### config.mk
export PLATFORM = sky130hd
export DESIGN_NAME = axi_read_arbiter
export DESIGN_NICKNAME = d
export VERILOG_FILES = /design/src/rtl/axi_arb_pkg.sv /design/src/rtl/rr_arbiter.sv /design/src/rtl/axi_read_arbiter.sv
export SDC_FILE = /design/constraint.sdc
export NUM_CORES = 1
export LEC_CHECK = 0
export CAP_MARGIN = 40
export CORE_AREA = 5 5 299 301
export CTS_BUF_LIST = sky130_fd_sc_hd__clkbuf_16
export DETAILED_ROUTE_END_ITERATION = 12
export DIE_AREA = 0 0 304 306
export GPL_TIMING_DRIVEN = 1
export PLACE_DENSITY = 0.3
export SLEW_MARGIN = 10
export SYNTH_ARGS = -nofsm -noshare
export SYNTH_HDL_FRONTEND = slang
export SYNTH_SLANG_ARGS = --single-unit
export TNS_END_PERCENT = 100
### constraint.sdc
create_clock -name clk -period 5 [get_ports clk]
set_clock_uncertainty 0.2 [all_clocks]
set_input_delay 1 -clock clk [delete_from_list [all_inputs] [get_ports clk]]
set_output_delay 1 -clock clk [all_outputs]
set_load 0.02 [all_outputs]
### src/rtl/axi_arb_pkg.sv
// Shared helpers for the AXI read arbiter: width derivation and the
// ARID/RID layout ({port index, per-port burst ID}).
package axi_arb_pkg;

  function automatic int clog2(input int n);
    int r;
    r = 0;
    while ((1 << r) < n) r++;
    return r;
  endfunction

  // Port field is never narrower than one bit, even for two ports.
  function automatic int port_idx_w(input int n);
    return (n > 2) ? clog2(n) : 1;
  endfunction

  // Port field sits directly above the per-port burst ID.
  function automatic int port_lsb(input int id_w);
    return id_w;
  endfunction

endpackage

### src/rtl/rr_arbiter.sv
// Round-robin picker: first requester at or after prio, one-hot grant.
module rr_arbiter
  import axi_arb_pkg::*;
#(
  parameter int NUM_PORTS = 4,
  parameter int IDX_W     = port_idx_w(NUM_PORTS)
) (
  input  logic [NUM_PORTS-1:0] req,
  input  logic [IDX_W-1:0]     prio,
  input  logic                 en,
  output logic [NUM_PORTS-1:0] grant
);

  // Walk offsets from the far end so the nearest requester to prio wins.
  always_comb begin
    int p;
    p     = 0;
    grant = '0;
    if (en) begin
      for (int i = NUM_PORTS - 1; i >= 0; i--) begin
        p = int'(prio) + i;
        if (p >= NUM_PORTS) p = p - NUM_PORTS;
        if (req[IDX_W'(p)]) begin
          grant              = '0;
          grant[IDX_W'(p)]   = 1'b1;
        end
      end
    end
  end

endmodule

### src/rtl/axi_read_arbiter.sv
// N-port AXI read arbiter: round-robin AR issue through one register stage,
// per-port outstanding-burst throttling and RID-based R routing.
module axi_read_arbiter
  import axi_arb_pkg::*;
#(
  parameter int NUM_PORTS       = 4,
  parameter int PORT_IDX_W      = port_idx_w(NUM_PORTS),
  parameter int ID_W            = 6,
  parameter int ADDR_W          = 32,
  parameter int LEN_W           = 8,
  parameter int DATA_W          = 256,
  parameter int MAX_OUTSTANDING = 8
) (
  input  logic                          clk,
  input  logic                          rst_n,
  input  logic                          axi_arready_in,
  output logic [PORT_IDX_W+ID_W-1:0]    axi_arid_out,
  output logic [ADDR_W-1:0]             axi_araddr_out,
  output logic [LEN_W-1:0]              axi_arlen_out,
  output logic                          axi_arvalid_out,
  input  logic [PORT_IDX_W+ID_W-1:0]    axi_rid_in,
  input  logic [DATA_W-1:0]             axi_rdata_in,
  input  logic                          axi_rlast_in,
  input  logic                          axi_rvalid_in,
  output logic                          axi_rready_out,
  input  logic [NUM_PORTS*ID_W-1:0]     rd_id_in,
  input  logic [NUM_PORTS*ADDR_W-1:0]   rd_addr_in,
  input  logic [NUM_PORTS*LEN_W-1:0]    rd_len_in,
  input  logic [NUM_PORTS-1:0]          rd_info_valid_in,
  output logic [NUM_PORTS-1:0]          rd_info_rdy_out,
  output logic [DATA_W-1:0]             rd_data_out,
  output logic [NUM_PORTS-1:0]          rd_data_valid_out,
  input  logic [NUM_PORTS-1:0]          rd_data_rdy_in,
  output logic                          err_unexpected_rid_out
);

  localparam int CNT_W = clog2(MAX_OUTSTANDING + 1);
  localparam logic [CNT_W-1:0] CNT_MAX = CNT_W'(MAX_OUTSTANDING);

  logic [NUM_PORTS-1:0][CNT_W-1:0] cnt;
  logic [NUM_PORTS-1:0]            elig, grant, cnt_nz, r_sel, dec;
  logic [PORT_IDX_W-1:0]           prio, gidx, r_idx;
  logic                            ld, r_known, r_bad, r_done;

  assign ld    = !axi_arvalid_out || axi_arready_in;
  assign r_idx = axi_rid_in[port_lsb(ID_W) +: PORT_IDX_W];

  for (genvar p = 0; p < NUM_PORTS; p++) begin : g_port
    assign elig[p]   = rd_info_valid_in[p] && (cnt[p] < CNT_MAX);
    assign cnt_nz[p] = |cnt[p];
    assign r_sel[p]  = (r_idx == PORT_IDX_W'(p));
  end

  // Grant is gated by rst_n so no port sees a handshake while in reset.
  rr_arbiter #(
    .NUM_PORTS (NUM_PORTS),
    .IDX_W     (PORT_IDX_W)
  ) u_rr (
    .req   (elig),
    .prio  (prio),
    .en    (ld && rst_n),
    .grant (grant)
  );

  assign rd_info_rdy_out = grant;

  always_comb begin
    gidx = '0;
    for (int i = 0; i < NUM_PORTS; i++)
      if (grant[i]) gidx = PORT_IDX_W'(i);
  end

  // A beat is only routable when its port exists and has a burst in flight;
  // anything else is swallowed so the bus cannot deadlock.
  assign r_known           = |(r_sel & cnt_nz);
  assign r_bad             = axi_rvalid_in && !r_known;
  assign axi_rready_out    = r_bad || |(r_sel & rd_data_rdy_in);
  assign rd_data_valid_out = {NUM_PORTS{axi_rvalid_in}} & r_sel & cnt_nz;
  assign rd_data_out       = axi_rdata_in;
  assign r_done            = axi_rvalid_in && axi_rready_out && axi_rlast_in && r_known;
  assign dec               = {NUM_PORTS{r_done}} & r_sel;

  always_ff @(posedge clk or negedge rst_n) begin
    if (!rst_n) begin
      cnt <= '0;
    end else begin
      for (int i = 0; i < NUM_PORTS; i++) begin
        if (grant[i] && !dec[i] && cnt[i] != CNT_MAX)
          cnt[i] <= cnt[i] + 1'b1;
        else if (dec[i] && !grant[i] && cnt[i] != '0)
          cnt[i] <= cnt[i] - 1'b1;
      end
    end
  end

  always_ff @(posedge clk or negedge rst_n) begin
    if (!rst_n) begin
      axi_arvalid_out        <= 1'b0;
      axi_arid_out           <= '0;
      axi_araddr_out         <= '0;
      axi_arlen_out          <= '0;
      prio                   <= '0;
      err_unexpected_rid_out <= 1'b0;
    end else begin
      if (|grant) begin
        axi_arvalid_out <= 1'b1;
        axi_arid_out    <= {gidx, rd_id_in[int'(gidx)*ID_W +: ID_W]};
        axi_araddr_out  <= rd_addr_in[int'(gidx)*ADDR_W +: ADDR_W];
        axi_arlen_out   <= rd_len_in[int'(gidx)*LEN_W +: LEN_W];
        prio            <= (int'(gidx) == NUM_PORTS - 1) ? '0 : gidx + 1'b1;
      end else if (axi_arready_in) begin
        axi_arvalid_out <= 1'b0;
      end
      if (r_bad) err_unexpected_rid_out <= 1'b1;
    end
  end

endmodule

==> results.md <==
* Clock root cell: clkbuf_16
* Die W at 304 microns
* # clock sinks at 68
* Filler cells at a little under 10000
* CP max-delay cell: clkdlybuf4s50_1
* Final Util at 0.114
* Die outline height at 306 microns
* CTS tree: built
* Initial core utilization at 0.0857
* CP arrival at approximately 3.6 ns
* Routed Antenna Nets at 0
* Sequential Power Share at 0.170
* Initial antenna violation count at 5
* Mux cell area share after synthesis at 0.0348
* Max frequency at approximately 0.21 GHz
* # IOs at 776
* First-pass GRT wire length at about 58000 microns
* Outcome: complete, no violations
* Area Overhead vs Synth at 33.3%
* CTS resizes at 0
* Setup violations, final at 0
* Power Internal at 3.16 mW
* Prevailing post-synth register cell: dfrtp_1
* Sw power at 3.49 mW
* # nets final at 1326
* Reg2Reg Launch Point: prio[1]
* Post-CTS setup buffers at 0
* Worst setup SP type: primary input
* Grt ovf at 0
* WL final at 41800 microns
* Mapped Area at ~0.0074 sq mm
* Clock buffer depth at 2
* Synth warn at 0
* TritonCTS Buffers at 9
* Mean Syn Cell Area at 8.61 sq um
* Clock network power share at 0.103
* Worst-path clk slew at 0.07 ns
* Post-route clock period utilization at 0.957
* Post-synthesis cell count at 860
* CP startpoint: rd_info_valid_in[1]
* Largest net degree at the start of global routing at 90
* Crit Path Max Fanout at 4
* Total Routing Usage GR at 0.0863
* XOR/XNOR share of the synthesized area at 0.00946
* Row count at 108
* Post-Synth Simple-Gate Area at 0.116
* RSZ-0062 raised after global routing: false
* Synthesized flop and latch total at 68
* Delay of the slowest critical-path stage at 0.62 ns
* Via density at 3.32
* Total Power at 6.65 mW
* Critical path, cell by cell: clkdlybuf4s50_1 -> nand2b_1 -> mux4_2 -> and2_4 -> a311oi_2 -> nand2_2 -> inv_2 -> clkdlybuf4s50_1
* Tmin final at 4.78 ns
* Worst setup endpoint: rd_info_rdy_out[0]
* DRC at 0
* Main combinational cell family by area after synthesis: buffers and inverters
* Max-slew headroom at 0.425
* HPWL Detailed at 30700 microns
* Post-synth cell types at 65
* Worst vdd ir at 0.318 mV
* Share of layout cells above drive strength 1 at 0.108
* Setup crit end kind: primary output
* Pleak at 3.19 nW
* Sw Share at 0.525
* Tightest Hold Check Type: flip-flop to flip-flop
* CP required at 3.80 ns
* Number of detailed-route iterations in the first pass at 4
* WS Path Type: primary input to primary output
* Post-synth EDFFs at 0
* Setup TNS at 0 ns
* Max Cap Viol at 0
* Synth async-reset ratio at 1.00
* Later-pin clock latency in the skew report at 0.37 ns
* Vias at 6670
* Post-Syn Nets at about 1300
* Pwr/cell area at 674 mW/mm^2
* R2r endpoint: cnt[3]
* Core ar. at 0.0863 sq mm
* Slew Limit Fails at 0
* H-tree levels at 3
* Worst-Margin Slew at 0.863 ns
* Cell mode on critical path: clkdlybuf4s50_1
* DRT iter0 DRCs at 371
* Reg2Reg Setup Slack at 0.90 ns
* Synth Area in Compound Gates at 0.270
* Flip-flop and latch area at 0.00170 sq mm
* CTS Hold Bufs at 0
* DIE AREA at approximately 0.093 sq mm
* R2r worst-path depth at 15
* Multi-input logic area at 0.00350 sq mm
* Final Hold Viols at 0
* IO buf count at 257
* Vias in the first global route at between 7000 and 8000
* Seq/Total Area, Yosys at 0.230
* Routed wire per std cell at slightly above 20 microns
* Comb power frac at 0.727
* RePlAce Congestion at approximately 0.74
* Adder-Cell Fraction of Synth Area at 0.0379
-- per-layer routing --
layer | wire (microns) | GRT usage | vias to the layer above
li1 | - | - | 2896
met2 | 19000 | 0.137 | 397
met5 | 13 | 0 | -
met4 | 2430 | 0.0505 | 2
met3 | 4120 | 0.0349 | 163
met1 | 16200 | 0.0978 | 3212
-- cell families (layout without fill, tap and decap cells) --
logic type / after synthesis / in the layout
muxes: 17 / 17
other: 0 / 6
and+or+nand+nor: 142 / 142
buffers and inverters: 328 / 316
xor gates and xnor gates: 8 / 8
DFF: 68 / 68
AOI/OAI and AO/OA: 277 / 277
adders and majority gates: 20 / 20
-- area by class of cell --
type,instances,share of cell area
Tap cell,1155,0.146
Inverter,9,0.00342
Clock buffer,9,0.0228
Antenna cell,6,0.00152
Sequential cell,68,0.172
Multi-Input combinational cell,464,0.355
Timing Repair Buffer,293,0.294
Clock inverter,5,0.00469
-- worst min path at each step --
stage | start | end | depth (start not counted)
global route | err_unexpected_rid_out | err_unexpected_rid_out | 1
floorplan | cnt[11] | cnt[11] | 1
CTS | err_unexpected_rid_out | err_unexpected_rid_out | 1
finish | err_unexpected_rid_out | err_unexpected_rid_out | 1
detailed placement | err_unexpected_rid_out | err_unexpected_rid_out | 1
global placement | err_unexpected_rid_out | err_unexpected_rid_out | 1
-- stage by stage --
stage	instances	hold WS [ns]	worst slack (ns)	area, sq um
2_1_floorplan	860	0.316	0.934	7400
3_3_place_gp	1988	0.242	0.0486	9560
3_5_place_dp	1989	0.251	0.114	9580
4_1_cts	2003	0.268	0.188	9850
5_1_grt	2003	0.307	0.0831	9850
6_report	2009	0.264	0.217	9870
-- critical path: cells and delay by family --
kind,cells,cell delay [ns]
mux,1,0.54
compound gates,1,0.32
buf+inv,3,1.25
simple gates,3,0.47
-- sequential cells by signal, summed over array words and instances (netlist names) --
name	count
axi_araddr_out	32
cnt	16
axi_arid_out	8
axi_arlen_out	8
prio	2
axi_arvalid_out	1
err_unexpected_rid_out	1
-- cells in the final DEF, fill, tap and decap left out, types with 10 or more instances in the layout --
cell,synthesis,routed
a21boi_0,12,12
a21o_1,43,43
a21oi_1,81,81
a31o_2,11,11
a31oi_1,13,13
buf_4,262,33
clkdlybuf4s50_1,0,255
dfrtp_1,68,68
ha_1,16,16
mux2_2,10,10
nand2_1,30,29
nand3b_1,35,35
nor2_1,11,10
nor4_1,13,13
o221ai_1,12,12
o311ai_0,30,30
o41ai_1,35,35
-- cells in the mapped netlist, types with 3 or more instances --
cell type / instances / share of area
nor3b_1: 3 / 0.0030
ha_1: 16 / 0.027
a211oi_1: 3 / 0.0030
nor2_1: 11 / 0.0056
buf_1: 3 / 0.0015
buf_2: 16 / 0.011
and2_1: 4 / 0.0034
and3_1: 4 / 0.0034
o211ai_1: 5 / 0.0051
xor2_1: 4 / 0.0047
o221ai_1: 12 / 0.014
nand2b_1: 6 / 0.0051
a21oi_1: 81 / 0.055
a31oi_1: 13 / 0.011
o41ai_1: 35 / 0.041
mux2_2: 10 / 0.015
nand3_1: 6 / 0.0041
xnor2_1: 4 / 0.0047
nor3_1: 6 / 0.0041
inv_2: 4 / 0.0020
a31o_2: 11 / 0.013
nor2b_1: 7 / 0.0059
clkbuf_1: 37 / 0.019
dfrtp_1: 68 / 0.23
nand3b_1: 35 / 0.035
a21boi_0: 12 / 0.012
o21a_1: 4 / 0.0041
nand2_1: 30 / 0.015
o21ai_0: 4 / 0.0027
o311ai_1: 6 / 0.0071
fa_1: 4 / 0.011
mux4_2: 6 / 0.018
buf_4: 262 / 0.27
o311ai_0: 30 / 0.035
nor4_1: 13 / 0.011
inv_1: 5 / 0.0025
a21o_1: 43 / 0.044
or4_1: 3 / 0.0030
-- power by group through the flow --
stage	combinational [mW]	clock [mW]	sequential (mW)
2_1_floorplan	2.82	0	1.32
3_3_place_gp	4.95	0	1.13
5_1_grt	5.29	0.757	1.17
4_1_cts	4.97	0.753	1.13
6_report	4.84	0.686	1.13
3_5_place_dp	4.96	0	1.14
No activity file was read; power rests on OpenSTA's default activity.
